**src/rtl/fwd_scoreboard.sv**
```systemverilog
// Forwarding / hazard unit: keeps a DEPTH-slot history of post-EXE writers and
// derives EXE bypass selects, the ID load-use stall and a saturating stall counter.
module fwd_scoreboard #(
  parameter  int REG_W   = 4,
  parameter  int NUM_SRC = 3,
  parameter  int DEPTH   = 2,
  parameter  int FWD_EN  = 1,
  parameter  int CNT_W   = 16,
  localparam int SEL_W   = $clog2(DEPTH + 1)
) (
  input  logic                       clk,
  input  logic                       rst,
  input  logic                       adv,
  input  logic                       flush,
  input  logic                       exe_valid,
  input  logic                       exe_wb_en,
  input  logic                       exe_mem_read,
  input  logic [REG_W-1:0]           exe_dest,
  input  logic [NUM_SRC*REG_W-1:0]   exe_src,
  input  logic [NUM_SRC-1:0]         exe_src_vld,
  input  logic [NUM_SRC*REG_W-1:0]   id_src,
  input  logic [NUM_SRC-1:0]         id_src_vld,
  output logic [NUM_SRC*SEL_W-1:0]   sel,
  output logic                       hazard,
  output logic [CNT_W-1:0]           hazard_cnt
);

  localparam logic [DEPTH-1:0] MEM_SLOT = DEPTH'(1);

  logic [DEPTH-1:0]                  r_vld;
  logic [DEPTH-1:0]                  r_ld;
  logic [REG_W-1:0]                  r_dest [DEPTH];
  logic [CNT_W-1:0]                  r_cnt;

  logic                              w_cap_vld;
  logic                              w_ex_wr;
  logic                              w_haz;
  logic [NUM_SRC-1:0][DEPTH-1:0]     w_hit;
  logic [NUM_SRC-1:0][SEL_W-1:0]     w_sel;
  logic [NUM_SRC-1:0]                w_ld_fwd;

  function automatic logic [CNT_W-1:0] sat_inc(input logic [CNT_W-1:0] v);
    return (&v) ? v : v + CNT_W'(1);
  endfunction

  assign w_cap_vld = exe_valid & exe_wb_en & ~flush;
  assign w_ex_wr   = exe_valid & exe_wb_en;

  // History capture: slot 0 = MEM, shifting older on every advance
  always_ff @(posedge clk or posedge rst) begin
    if (rst) begin
      r_vld <= '0;
    end else if (adv) begin
      r_vld <= {r_vld[DEPTH-2:0], w_cap_vld};
    end
  end

  always_ff @(posedge clk) begin
    if (adv) begin
      r_ld      <= {r_ld[DEPTH-2:0], exe_mem_read};
      r_dest[0] <= exe_dest;
      for (int k = 1; k < DEPTH; k++) begin
        r_dest[k] <= r_dest[k-1];
      end
    end
  end

  // Bypass select: scanning oldest-to-youngest lets the youngest hit win
  always_comb begin
    w_hit    = '0;
    w_sel    = '0;
    w_ld_fwd = '0;
    for (int i = 0; i < NUM_SRC; i++) begin
      for (int k = 0; k < DEPTH; k++) begin
        w_hit[i][k] = exe_src_vld[i] & r_vld[k] &
                      (r_dest[k] == exe_src[i*REG_W +: REG_W]);
      end
      for (int k = DEPTH - 1; k >= 0; k--) begin
        if (w_hit[i][k]) begin
          w_sel[i] = SEL_W'(k + 1);
        end
      end
      w_ld_fwd[i] = |(w_hit[i] & r_ld & MEM_SLOT);
    end
  end

  assign sel = (rst || (FWD_EN == 0)) ? '0 : w_sel;

  // Stall detect; the oldest slot retires through a write-first regfile
  always_comb begin
    w_haz = 1'b0;
    for (int i = 0; i < NUM_SRC; i++) begin
      if (id_src_vld[i] && w_ex_wr && (id_src[i*REG_W +: REG_W] == exe_dest)) begin
        if ((FWD_EN == 0) || exe_mem_read) begin
          w_haz = 1'b1;
        end
      end
      if (FWD_EN == 0) begin
        for (int k = 0; k < DEPTH - 1; k++) begin
          if (id_src_vld[i] && r_vld[k] && (r_dest[k] == id_src[i*REG_W +: REG_W])) begin
            w_haz = 1'b1;
          end
        end
      end
    end
  end

  assign hazard = ~rst & w_haz;

  always_ff @(posedge clk or posedge rst) begin
    if (rst) begin
      r_cnt <= '0;
    end else if (hazard) begin
      r_cnt <= sat_inc(r_cnt);
    end
  end

  assign hazard_cnt = r_cnt;

  // Load data is not ready in MEM; the ID load-use stall must keep this from happening
  a_no_mem_load_bypass: assert property (@(posedge clk) disable iff (rst)
    (FWD_EN == 0) || (w_ld_fwd == '0));

endmodule

```
**config.mk**
```make
export PLATFORM = sky130hd
export DESIGN_NAME = fwd_scoreboard
export DESIGN_NICKNAME = d
export VERILOG_FILES = /design/src/rtl/fwd_scoreboard.sv
export SDC_FILE = /design/constraint.sdc
export NUM_CORES = 1
export LEC_CHECK = 0
export BUFFER_PORTS_ARGS = -buffer_cell sky130_fd_sc_hd__buf_4
export CAP_MARGIN = 30
export CORE_UTILIZATION = 45
export DETAILED_ROUTE_END_ITERATION = 8
export MAX_ROUTING_LAYER = met4
export PLACE_DENSITY = 0.75
export SLEW_MARGIN = 20
export SYNTH_ARGS = -nofsm -noshare
export SYNTH_HDL_FRONTEND = slang
export SYNTH_SLANG_ARGS = --single-unit
```
**constraint.sdc**
```tcl
create_clock -name clk -period 2.1 [get_ports clk]
set_input_delay 0.42 -clock clk [delete_from_list [all_inputs] [get_ports clk]]
set_output_delay 0.42 -clock clk [all_outputs]
set_load 0.005 [all_outputs]
```
==> metrics <==
status completed; Tmin final slightly above 2 ns; Via Count approximately 1400; met1 GRT Util 0.287; area added between synthesis and finish 36.7%; maximum clock path buffer count 2; utilization after layout 0.655; r2r setup slk around 0.21 ns; vias per cell 5.23; Hold WS 0.228 ns; drt first pass iters 4; count of different cell masters after synthesis 36; total track usage 0.219; Final Hold Viols 0; worst-path fanout max 4; CP delay by family, top flip-flops; Max Slew Vio Count 0; ANT cells 0; Final Wtd Congestion 0.810; HPWL after DPL just under 3000 um; clk root buf clkbuf_4; most frequent cells in the layout 68 x buf_4, 29 x xnor2_1, 18 x dfrtp_1; number of fill cells around 290; dominant synthesized flop cell dfrtp_1; register area slightly below 700 um^2; Setup crit end sel[0]; R2R Path End hazard_cnt[1]$_DFFE_PP0P_; die area approximately 0.0039 mm^2; Worst path depth 4; initial antenna violation count 0; Final setup viols 0; Initial Util 0.479; H-tree levels 1; synthesized flop and latch total 26; Tightest Hold Check Type input port to async pin; core box area roughly 0.0034 mm^2; drt total wl roughly 3700 um; Setup crit end kind output port; clk sinks 26; Worst R2R Start hazard_cnt[1]$_DFFE_PP0P_; nets approximately 270; Max VDD drop 0.266 mV; Yosys Warn Count 0; Crit-path slowest cell edfxtp_1; WP buf/inv 1; CTS tree done; Rel. slew slack 0.796; wire per inst roughly 14 um; CP startpoint kind flop; # Max-Cap Violations 0; leading cell type in the layout, fill and taps excluded buf_4; skew final 0.00331 ns; vias in the first global route between 1000 and 1500; total CTS buffers 3; reg2reg path depth 5; total power ~1 mW; fmax between 0.4 and 0.5 GHz; DRC violations left 0; register area share after synthesis 0.422; gr ovfl total 0; worst skew pair latency 0.32 ns; buffers added on ports 63; Critical Path AT ~1.7 ns; layout cell share with drive strength beyond 1 0.404; crit path kind flop to output port; Power Density ~450 mW/mm^2; largest net degree at the start of global routing 15; footprint of the multi-input gates approximately 930 um^2; crit path from r_dest[0][2]$_DFFE_PP_; RSZ-0062 raised after global routing yes; antenna violation net count after detailed routing 0; Critical Path Max Stage Delay between 0.5 and 0.6 ns; number of flops mapped to enable cells by yosys 8; Lkg Pwr between 1 and 1.5 nW; first-pass GRT wire length roughly 6600 um; DIE HEIGHT about 62 um; Worst Tran Pin Value 0.305 ns; num ports 64; postcts setup bufs 0; Avg Inst Size Synth roughly 11 um^2; grt met2 use 0.353; crit-path cells xor2_1, nor4_2, and2_1, buf_4; Tcrit/Tclk final 0.986; Mapped Area around 0.0016 mm^2; Final TNS setup 0 ns; grt met3 use 0.0294; Synth Instances 152; initial drt markers 42; Synth Net Count approximately 190; Async SR Flop Fraction 0.692; CP Data Required Time around 1.7 ns; row count 21; die width approximately 62 um; Clock transition at path regs approximately 0.13 ns; Most Crowded Layer GR met2
registers in the layout, indices dropped and copies added, names as in the netlist:
name        cells
r_dest          8
hazard_cnt     16
r_vld           2
metal layers:
metal | wire length, um | up-vias
li1 | - | 684
met1 | 1680 | 669
met2 | 1830 | 50
met3 | 179 | 4
met4 | 42 | 0
met5 | 0 | -
Yosys cell counts, types with 3 or more instances:
cell       n  area, um^2
a21oi_1    3        15.0
and4_1     5        43.8
dfrtp_1   18         450
edfxtp_1   8         240
inv_1      5        18.8
nand2_1    7        26.3
nand3_1   14        70.1
nand4_1    4        25.0
nor2_1     5        18.8
nor3_1     3        15.0
nor3_2     5        50.1
xnor2_1   29         254
xor2_1    17         149
power by group:
group | internal, mW | leakage (nW) | total, mW | switching [mW]
clock | 0.0743 | 0.0150 | 0.217 | 0.143
sequential | 0.550 | 0.322 | 0.586 | 0.0358
combinational | 0.128 | 0.700 | 0.212 | 0.0838
how the worst min path moves through the flow:
stage | endpoint | slack (ns) | cells past startpoint
after global placement | hazard_cnt[11]$_DFFE_PP0P_ | 0.48 | 1
after detailed placement | hazard_cnt[11]$_DFFE_PP0P_ | 0.49 | 1
after global routing | hazard_cnt[6]$_DFFE_PP0P_ | 0.24 | 3
after floorplan | hazard_cnt[0]$_DFFE_PP0P_ | 0.37 | 1
final | hazard_cnt[6]$_DFFE_PP0P_ | 0.23 | 3
after CTS | hazard_cnt[2]$_DFFE_PP0P_ | 0.20 | 3
through the flow:
step | instance area [um^2] | worst slack [ns] | instances
CTS | 2220 | 0.00666 | 269
detailed placement | 2190 | 0.0871 | 265
finish | 2240 | 0.0301 | 269
floorplan | 1640 | 0.331 | 152
global route | 2240 | -0.0809 | 269
global placement | 2190 | 0.140 | 265
tightest hold or removal path, delay by kind of cell:
family	cells	cell delay [ns]
buf+inv	3	0.48
final cells by class:
type,count,area share
repair buffers,68,0.228
inverters,5,0.00839
well taps,46,0.0257
clock buffers,4,0.0118
multi-input cells,120,0.417
flip-flops and latches,26,0.309
cells by family after synthesis:
family | count (synthesis) | synth area share
fa+ha+maj | 1 | 0.00765
xor+xnor | 46 | 0.246
compound gates | 8 | 0.0306
mux | 4 | 0.0298
buf+inv | 6 | 0.0184
simple gates | 61 | 0.245
flops | 26 | 0.422
repair_timing:
item | CTS | global route
endpoints found under the setup margin | 1 | 8
hold buffers | 0 | 0
resized for setup | 1 | 3
pin swaps | 0 | 5
(Power assumes the default switching activity.)
